$ cat config.mk
export PLATFORM = sky130hd
export DESIGN_NAME = elevator_controller
export DESIGN_NICKNAME = d
export VERILOG_FILES = /design/src/rtl/elevator_controller.sv
export SDC_FILE = /design/constraint.sdc
export NUM_CORES = 1
export LEC_CHECK = 0
export ABC_AREA = 1
export CAP_MARGIN = 20
export CORE_ASPECT_RATIO = 0.9
export CORE_MARGIN = 5
export CORE_UTILIZATION = 45
export DETAILED_ROUTE_END_ITERATION = 16
export PLACE_DENSITY = 0.82
export SYNTH_ARGS = -nofsm -noshare
export SYNTH_HDL_FRONTEND = slang
export SYNTH_SLANG_ARGS = --single-unit
$ cat constraint.sdc
create_clock -name clk -period 3.1 [get_ports clk]
set_input_delay 0.465 -clock clk [delete_from_list [all_inputs] [get_ports clk]]
set_output_delay 0.465 -clock clk [all_outputs]
set_load 0.005 [all_outputs]
$ cat src/rtl/elevator_controller.sv
// Single-car SCAN elevator dispatcher with timed travel and door dwell.
// Optional return-to-lobby after a long idle period: define ELEV_HOME_RETURN_EN.
module elevator_controller #(
    parameter int unsigned FLOORS      = 8,
    parameter int unsigned MOVE_CYCLES = 4,
    parameter int unsigned DOOR_CYCLES = 6
`ifdef ELEV_HOME_RETURN_EN
    ,
    parameter int unsigned HOME_CYCLES = 32
`endif
) (
    input  logic       clk,
    input  logic       rst,
    input  logic [7:0] upcall,
    input  logic [7:0] downcall,
    input  logic [7:0] floor_btn,
    output logic [2:0] floor,
    output logic [3:0] status,
    output logic [1:0] dir
);

    localparam int unsigned MoveW     = (MOVE_CYCLES > 1) ? $clog2(MOVE_CYCLES) : 1;
    localparam int unsigned DoorW     = $clog2(DOOR_CYCLES);
    localparam logic [7:0]  FloorMask = 8'((1 << FLOORS) - 1);
    localparam logic [2:0]  TopFloor  = 3'(FLOORS - 1);
    localparam logic [MoveW-1:0] MoveLast = MoveW'(MOVE_CYCLES - 1);
    localparam logic [DoorW-1:0] DoorLast = DoorW'(DOOR_CYCLES - 1);

    localparam logic [1:0] DirNone = 2'b00;
    localparam logic [1:0] DirUp   = 2'b01;
    localparam logic [1:0] DirDown = 2'b10;

    // Encodings double as the status output; 7 is the buffer's clear code.
    typedef enum logic [3:0] {
        StIdle = 4'd0,
        StUp   = 4'd1,
        StDown = 4'd2,
        StDoor = 4'd7
    } state_e;

    state_e           state_q, state_d;
    logic [2:0]       floor_q, floor_d;
    logic [1:0]       dir_q, dir_d;
    logic [MoveW-1:0] move_cnt_q, move_cnt_d;
    logic [DoorW-1:0] door_cnt_q, door_cnt_d;

    logic [7:0] up_m, dn_m, btn_m, req;
    logic       any_req, here, above, below;
    logic [2:0] floor_up, floor_dn;
    logic       stop_up, stop_dn, ahead_up, ahead_dn;
    logic       home_go, home_active;

    function automatic logic any_above(input logic [7:0] r, input logic [2:0] f);
        logic [7:0] m;
        m = 8'hFE << f;
        return |(r & m);
    endfunction

    function automatic logic any_below(input logic [7:0] r, input logic [2:0] f);
        logic [7:0] m;
        m = ~(8'hFF << f);
        return |(r & m);
    endfunction

    assign up_m    = upcall & FloorMask;
    assign dn_m    = downcall & FloorMask;
    assign btn_m   = floor_btn & FloorMask;
    assign req     = up_m | dn_m | btn_m;
    assign any_req = |req;
    assign here    = req[floor_q];
    assign above   = any_above(req, floor_q);
    assign below   = any_below(req, floor_q);

    // Saturate at the shaft ends so the floor index can never wrap.
    assign floor_up = (floor_q == TopFloor) ? floor_q : floor_q + 3'd1;
    assign floor_dn = (floor_q == 3'd0) ? floor_q : floor_q - 3'd1;

    // Opposite-direction hall calls are only served when nothing lies further ahead.
    assign ahead_up = any_above(req, floor_up);
    assign ahead_dn = any_below(req, floor_dn);
    assign stop_up  = btn_m[floor_up] | up_m[floor_up] | (dn_m[floor_up] & ~ahead_up);
    assign stop_dn  = btn_m[floor_dn] | dn_m[floor_dn] | (up_m[floor_dn] & ~ahead_dn);

    always_comb begin
        state_d    = state_q;
        floor_d    = floor_q;
        dir_d      = dir_q;
        move_cnt_d = move_cnt_q;
        door_cnt_d = door_cnt_q;
        unique case (state_q)
            StIdle: begin
                move_cnt_d = '0;
                door_cnt_d = '0;
                if (here) begin
                    state_d = StDoor;
                end else if (above) begin
                    state_d = StUp;
                    dir_d   = DirUp;
                end else if (below) begin
                    state_d = StDown;
                    dir_d   = DirDown;
                end else if (home_go) begin
                    state_d = StDown;
                    dir_d   = DirDown;
                end
            end
            StUp: begin
                if (move_cnt_q != MoveLast) begin
                    move_cnt_d = move_cnt_q + 1'b1;
                end else begin
                    move_cnt_d = '0;
                    floor_d    = floor_up;
                    if (stop_up) begin
                        state_d = StDoor;
                    end else if ((floor_up == TopFloor) || !ahead_up) begin
                        state_d = StIdle;
                        dir_d   = DirNone;
                    end
                end
            end
            StDown: begin
                if (move_cnt_q != MoveLast) begin
                    move_cnt_d = move_cnt_q + 1'b1;
                end else begin
                    move_cnt_d = '0;
                    floor_d    = floor_dn;
                    if (stop_dn) begin
                        state_d = StDoor;
                    end else if (floor_dn == 3'd0) begin
                        state_d = StIdle;
                        dir_d   = DirNone;
                    end else if (!ahead_dn && !(home_active && !any_req)) begin
                        state_d = StIdle;
                        dir_d   = DirNone;
                    end
                end
            end
            StDoor: begin
                move_cnt_d = '0;
                if (door_cnt_q != DoorLast) begin
                    door_cnt_d = door_cnt_q + 1'b1;
                end else begin
                    door_cnt_d = '0;
                    if (dir_q == DirDown && below) begin
                        state_d = StDown;
                    end else if (above) begin
                        state_d = StUp;
                        dir_d   = DirUp;
                    end else if (below) begin
                        state_d = StDown;
                        dir_d   = DirDown;
                    end else begin
                        state_d = StIdle;
                        dir_d   = DirNone;
                    end
                end
            end
            default: begin
                state_d = StIdle;
                dir_d   = DirNone;
            end
        endcase
    end

    always_ff @(posedge clk) begin
        if (!rst) begin
            state_q    <= StIdle;
            floor_q    <= 3'd0;
            dir_q      <= DirNone;
            move_cnt_q <= '0;
            door_cnt_q <= '0;
        end else begin
            state_q    <= state_d;
            floor_q    <= floor_d;
            dir_q      <= dir_d;
            move_cnt_q <= move_cnt_d;
            door_cnt_q <= door_cnt_d;
        end
    end

`ifdef ELEV_HOME_RETURN_EN
    localparam int unsigned IdleW = $clog2(HOME_CYCLES + 1);
    localparam logic [IdleW-1:0] IdleLast = IdleW'(HOME_CYCLES - 1);

    logic [IdleW-1:0] idle_cnt_q, idle_cnt_d;
    logic             home_q, home_d;
    logic             idle_wait;

    assign idle_wait   = (state_q == StIdle) && !any_req && (floor_q != 3'd0);
    assign home_go     = idle_wait && (idle_cnt_q == IdleLast);
    assign home_active = home_q;

    // home_q lets the homing run pass floors without calls instead of parking.
    always_comb begin
        idle_cnt_d = (idle_wait && !home_go) ? idle_cnt_q + 1'b1 : '0;
        if (any_req || state_d != StDown) begin
            home_d = 1'b0;
        end else if (home_go) begin
            home_d = 1'b1;
        end else begin
            home_d = home_q;
        end
    end

    always_ff @(posedge clk) begin
        if (!rst) begin
            idle_cnt_q <= '0;
            home_q     <= 1'b0;
        end else begin
            idle_cnt_q <= idle_cnt_d;
            home_q     <= home_d;
        end
    end
`else
    assign home_go     = 1'b0;
    assign home_active = 1'b0;
`endif

    assign floor  = floor_q;
    assign status = state_q;
    assign dir    = dir_q;

endmodule

==> impl_results.md, run 1 <==
* Syn avg cell area at approximately 5.4 um2
* CTS Root Cell: clkbuf_8
* Total gr overflow at 0
* Crit path kind: reg -> reg
* Register area share after synthesis at around 14%
* Req. time, crit path at 3.23 ns
* Multi-input gate area at roughly 1300 um2
* Starting DRT DRC Count at between 200 and 250
* Syn_nets at between 300 and 400
* Final Hold Viols at 0
* #FFs+latches synth at 13
* Switching Share at between 40% and 50%
* DRT Wirelength at approximately 5400 um
* Post-layout nets at a little over 400
* Cts hold-fix bufs at 0
* Yosys warnings at 0
* Filler cell count at 412
* Minimum clock period at roughly 2.6 ns
* Max VDD drop at approximately 300 uV
* Post-CTS Setup Repair Bufs at 0
* Remaining DRCs at 0
* Crit end category: register
* Power density cells at around 370 nW/um2
* Initial antenna violation count at 0
* CP dominant cell by count: nand2_1
* Wire length per cell at about 13 um
* Layout Cells excl Fill at between 400 and 500
* Fmax at a little under 400 MHz
* Row count at 22
* FF/Latch Area at around 260 um2
* RSZ-0062 raised after global routing: false
* Leak at between 1 and 1.5 nW
* Number of distinct library cells after synthesis at 31
* Die area at between 5000 and 6000 um2
* Combinational Power Share at ~55%
* Pins Over Slew Limit at 0
* Max cap viols at 0
* Overall Global Routing Usage at a little under a fifth
* Clock Path Buffers at 2
* Core footprint at between 4000 and 5000 um2
* NetSw at ~0.00037 W
* R2R Setup Slk at between 0.5 and 0.6 ns
* IO Count at 35
* Sequential share of power at between 20% and 30%
* Number of synthesized flops with an enable pin at 0
* CP startpoint kind: register
* Share of cells above drive strength 1 at under 10%
* Worst EP arrival at ~2.7 ns
* Cts repair resizes at 0
* Reg2Reg Depth at 17
* IO buf count at 33
* CTS Sinks at 13
* Setup-failing EPs final at 0
* CTS tree: built
* Area Overhead vs Synth at 21.3%
* N_diodes at 0
* Vias per cell at roughly 5.3
* Slowest cell on crit path: dfxtp_1
* Max incr delay on CP at 0.37 ns
* Crit-path cells: inv_4 > ha_1 > ha_1 > inv_2 > nand2_2 > nand2_1 > nand2_1 > nand3_1 > nand2_1 > nand2_1 > nand2_1 > nand2_1 > nand2_1 > a21oi_4 > nand3_2 > nor2_1 > nor2_1
* Netlist Area Pre-Place at 1860 um2
* Worst-Skew Late Latency at roughly 0.24 ns
* Initial Utilization at approximately 46%
* Min-Delay Path Class: reg -> reg
* Clock transition at the registers of the reported paths at about 0.06 ns
* Final GP Congestion at between 0.9 and 1
* DR vias at roughly 2,300
* Vias in the first global route at 1,981
* Detailed placement HPWL at ~4200 um
* Worst Hold Depth at 2
* Htree depth at 1
* Mapped Cells at ~350
* Part of the cycle the worst path needs at between 80 and 90%
* DR pass1 iterations at 6
* Crit-path max FO at 11
* CTS Buf Count at 3
* Clk pwr share at 18.1%
* DRT antenna net count at 0
* Main synth FF type: dfxtp_1
* First-pass GRT wire length at about 9000 um
* Die Ht at roughly 70 um
* Dpl cells at between 400 and 500
* Internal power at between 0.0004 and 0.0005 W
* Async SR Flop Fraction at 0%
* Largest net degree at the start of global routing at 14
* Clock skew at around 0.0057 ns
* Total Negative Setup Slacks at 0 ns
* Chip width at about 80 um
* Run status: completed
-- cell usage in the layout, fill, tap and decap left out, types with 4 or more instances in the layout --
master           Yosys  layout
ha_1                 7       7
inv_1               56      56
nand3_2              4       4
inv_2                5       5
nand2_2              8       8
dfxtp_1             13      13
o21ai_0              7       7
clkdlybuf4s50_1      0      33
a21oi_1              7       7
nand3_1             64      64
nor2_1              34      34
nand2_1            114     114
-- final timing paths --
kind	startpoint	to
setup / recovery	floor[0]$_SDFFE_PN0P_	dir[0]$_SDFFE_PN0P_
hold / removal	door_cnt_q[2]$_SDFFE_PN0P_	door_cnt_q[2]$_SDFFE_PN0P_
setup reg to reg	floor[0]$_SDFFE_PN0P_	dir[0]$_SDFFE_PN0P_
hold reg to reg	door_cnt_q[2]$_SDFFE_PN0P_	door_cnt_q[2]$_SDFFE_PN0P_
-- metrics by stage --
stage	hold slack (ns)	setup slack, ns	power, W	utilization, %	cell area (um2)
after detailed placement	0.482	0.584	0.000682	54.6	2210
after global placement	0.471	0.597	0.000673	54.6	2210
after global routing	0.519	0.325	0.000924	55.8	2260
final	0.496	0.511	0.000844	55.8	2260
after floorplan	0.456	0.831	0.000541	-	1860
after CTS	0.495	0.574	0.000841	55.8	2260
-- cell families after synthesis --
family,count (synthesis),synth area share [%]
other,1,0.202
AO/OA/AOI/OAI,24,8.14
buffers and inverters,68,15.9
flip-flops,13,14.0
adder cells (fa/ha/maj),7,4.71
XOR/XNOR,1,0.471
AND/OR/NAND/NOR,232,56.5
-- synthesized netlist by cell type (2+ instances only) --
library cell	count	area [um2]
a21oi_1	7	35.0
a31oi_1	3	18.8
buf_6	3	33.8
dfxtp_1	13	260
ha_1	7	87.6
inv_1	56	210
inv_2	5	18.8
nand2_1	114	428
nand2_2	8	50.1
nand3_1	64	320
nand3_2	4	40.0
nor2_1	34	128
nor2_2	2	12.5
o21ai_0	7	35.0
o21ai_1	2	10.0
o21ai_2	2	17.5
-- registers in the layout, indices dropped and copies added (netlist names) --
name,count
door_cnt_q,3
floor,3
status,3
dir,2
move_cnt_q,2
-- routing by layer --
| layer | share of wire (%) | track usage (%) | vias up |
|---|---|---|---|
| li1 | - | - | 1149 |
| met1 | 47 | 27.1 | 976 |
| met2 | 43 | 29.7 | 129 |
| met3 | 10 | 3.18 | 2 |
| met4 | 0.39 | 1.72 | 0 |
| met5 | 0 | 0 | - |
-- layout make-up --
class                      count  share of cell area, %
inverter                      62                   10.4
clock buffer                   4                   2.00
sequential                    13                   11.5
multi-input combinational    265                   57.7
tap                           48                   2.66
timing repair buffer          36                   15.6
-- critical path: cells and delay by family, from the launching register on --
family,cells,cell delay [ns]
adder cells (fa/ha/maj),2,0.48
AO/OA/AOI/OAI,1,0.16
flip-flops,1,0.37
AND/OR/NAND/NOR,12,1.26
buffers and inverters,2,0.21
-- power groups by stage --
stage	combinational, W	clock, W	sequential (W)
finish	0.000467	0.000153	0.000225
floorplan	0.000318	0	0.000224
global route	0.000532	0.000164	0.000228
global placement	0.000447	0	0.000226
CTS	0.000463	0.000154	0.000224
detailed placement	0.000455	0	0.000227
Note: power is estimated with default switching activity, not from simulation.
==> run 2, diff against run 1 <==
- clock period: 3.1 -> 2.5 ns (I/O delays scaled with it)
==> run 2 against run 1 <==
Net effect:
- sequential share of layout area fell by 0.26 points
- hold slack lost 0.0084 ns
- total power is 25% higher
- cell count up 0.47%
- design area increased by 2.8%
- die area unchanged
- combinational power is 24% higher
- utilization increased by 1.6 points
- sequential power increased by 24%
- global-route usage increased by 1.2 points
==> impl_results.md, run 2 (synthesized netlist as in run 1, its figures left out) <==
* CP dominant cell by count: nand2_1
* Die area at 5520 um2 (unchanged)
* Req. time, crit path at 2.65 ns (-0.58 ns)
* Core footprint at 4050 um2 (unchanged)
* CTS tree: built
* Cts repair resizes at 0 (unchanged)
* Worst EP arrival at 2.38 ns (-0.34 ns)
* Max incr delay on CP at 0.34 ns (-0.03 ns)
* Detailed placement HPWL at 4230 um (+0.68%)
* Cts hold-fix bufs at 0 (unchanged)
* Post-CTS Setup Repair Bufs at 0 (unchanged)
* Row count at 22 (unchanged)
* CP top delay family: simple AND/OR/NAND/NOR gates
* Layout Cells excl Fill at 430 (+0.47%)
* DRT Wirelength at 5340 um (-1.7%)
* Wire length per cell at 12.4 um (-2.2%)
* CTS Buf Count at 3 (unchanged)
* Met2 usage at 29.6% (-0.19 points)
* DR pass1 iterations at 5 (-1)
* Crit-path max FO at 13 (+2)
* Initial Utilization at 45.9% (unchanged)
* Remaining DRCs at 0 (unchanged)
* Overall Global Routing Usage at 19.8% (+1.2 points)
* Switching Share at 44.3% (+0.19 points)
* Crit path kind: reg -> reg
* RSZ-0062 raised after global routing: false
* Leak at 1.28 nW (+0.95%)
* CP startpoint kind: register
* Dpl cells at 426 (+0.47%)
* Final GP Congestion at 0.936 (+2.0%)
* Chip width at 77.8 um (unchanged)
* Max cap viols at 0 (unchanged)
* Sequential share of power at 26.4% (-0.2 points)
* Crit-path cells: buf_4 > ha_2 > nand2_2 > nand2_4 > nand2_4 > inv_4 > nand2_1 > nand3_1 > nand2_1 > nand2_1 > nand2_1 > nand3_1 > nand2_1 > nand2_1 > nand3_2 > nor2_1 > nor2_1
* Run status: completed
* Met3 global-route usage at 5.22% (+2.0 points)
* Part of the cycle the worst path needs at 89.2% (+5.7 points)
* Min-Delay Path Class: reg -> reg
* Fin worst setup slack at 0.270 ns (-0.241 ns)
* Total Negative Setup Slacks at 0 ns (unchanged)
* Max VDD drop at 362 uV (+22%)
* Htree depth at 1 (unchanged)
* Clock skew at 0.00416 ns (-0.00150 ns)
* Pre-CTS WS at 0.106 ns (-0.478 ns)
* Setup-failing EPs final at 0 (unchanged)
* Combinational Power Share at 55.3% (about the same)
* Power density cells at 453 nW/um2 (+21%)
* Worst-Skew Late Latency at 0.25 ns (about the same)
* Slowest cell on crit path: dfxtp_1
* Fmax at 449 MHz (+16%)
* Design area at 2320 um2 (+2.8%)
* Crit path buf inv count at 2 (unchanged)
* Post-layout util at 57.3% (+1.6 points)
* CTS Sinks at 13 (unchanged)
* Largest net degree at the start of global routing at 14 (unchanged)
* Starting DRT DRC Count at 172 (-28%)
* Post-place instance area at 2230 um2 (+0.68%)
* Top Usage Layer GRT: met2
* Vias per cell at 5.24 (-0.60%)
* Area Overhead vs Synth at 24.8%
* DRT antenna net count at 0 (unchanged)
* Clk pwr share at 18.3% (+0.2 points)
* CTS Root Cell: clkbuf_8
* Most frequent cells in the layout: 112 x nand2_1, 64 x nand3_1, 56 x inv_1
* DR vias at 2,253 (-0.13%)
* Clock transition at the registers of the reported paths at 0.06 ns (about the same)
* Initial antenna violation count at 0 (unchanged)
* Total gr overflow at 0 (unchanged)
* Pins Over Slew Limit at 0 (unchanged)
* Share of cells above drive strength 1 at 10.7% (+2.0 points)
* Post-layout nets at 416 (+0.48%)
* Die Ht at 71.0 um (unchanged)
* NetSw at 0.000465 W (+25%)
* IO Count at 35 (unchanged)
* Vias in the first global route at 2,065 (+4.2%)
* First-pass GRT wire length at 9380 um (+6.3%)
* IO buf count at 33 (unchanged)
* Clock Path Buffers at 2 (unchanged)
* Minimum clock period at 2.23 ns (-0.359 ns)
* Met1 Usage GRT at 28.3% (+1.2 points)
* N_diodes at 0 (unchanged)
* Internal power at 0.000586 W (+24%)
* Crit end category: register
* Commonest non-fill, non-tap cell in the layout: nand2_1
* Final Hold Viols at 0 (unchanged)
==> run 2: changes by cell type in the layout (fill, tap and decap cells not counted), sizes merged <==
cell    delta
clkinv     +1
buf        +2
clkbuf     -1
==> run 2: stage by stage <==
step	power [W]	hold slack [ns]
finish	0.00105	0.488
detailed placement	0.000851	0.485
global placement	0.000840	0.470
floorplan	0.000671	0.456
global route	0.00116	0.541
CTS	0.00105	0.493
==> run 2: area by class of cell <==
cell class	instances	area, um2
Timing Repair Buffer	38	372
Tap cell	48	60.1
Clock buffer	3	41.3
Inverter	62	238
Multi-Input combinational cell	265	1340
Clock inverter	1	5.00
Sequential cell	13	262
Fill cell	406	1730
==> run 2: worst min-delay path, delay by kind of cell (launching register included) <==
family         cells  cell delay (ns)
flip-flops         1             0.32
AO/OA/AOI/OAI      2             0.13
==> run 2: layer usage <==
metal | share of wire [%] | vias to the layer above | routed length [um]
li1 | - | 1152 | -
met2 | 42 | 120 | 2270
met3 | 10 | 8 | 550
met4 | 1.0 | 0 | 56
met5 | 0 | - | 0
met1 | 46 | 973 | 2470
==> run 2: path summary, 6_finish.rpt <==
kind / from / endpoint / slack (ns) / cells after the start
worst max register to register: floor[1]$_SDFFE_PN0P_ / dir[1]$_SDFFE_PN0P_ / 0.27 / 17
worst min-delay path: door_cnt_q[2]$_SDFFE_PN0P_ / door_cnt_q[2]$_SDFFE_PN0P_ / 0.49 / 2
worst max-delay path: floor[1]$_SDFFE_PN0P_ / dir[1]$_SDFFE_PN0P_ / 0.27 / 17
worst min register to register: door_cnt_q[2]$_SDFFE_PN0P_ / door_cnt_q[2]$_SDFFE_PN0P_ / 0.49 / 2
==> run 2: power groups by stage <==
stage,clock network [W],registers (W),logic (W)
after floorplan,0,0.000277,0.000394
after detailed placement,0,0.000282,0.000569
after CTS,0.000194,0.000278,0.000575
final,0.000193,0.000278,0.000581
after global routing,0.000201,0.000283,0.000678
after global placement,0,0.000280,0.000560
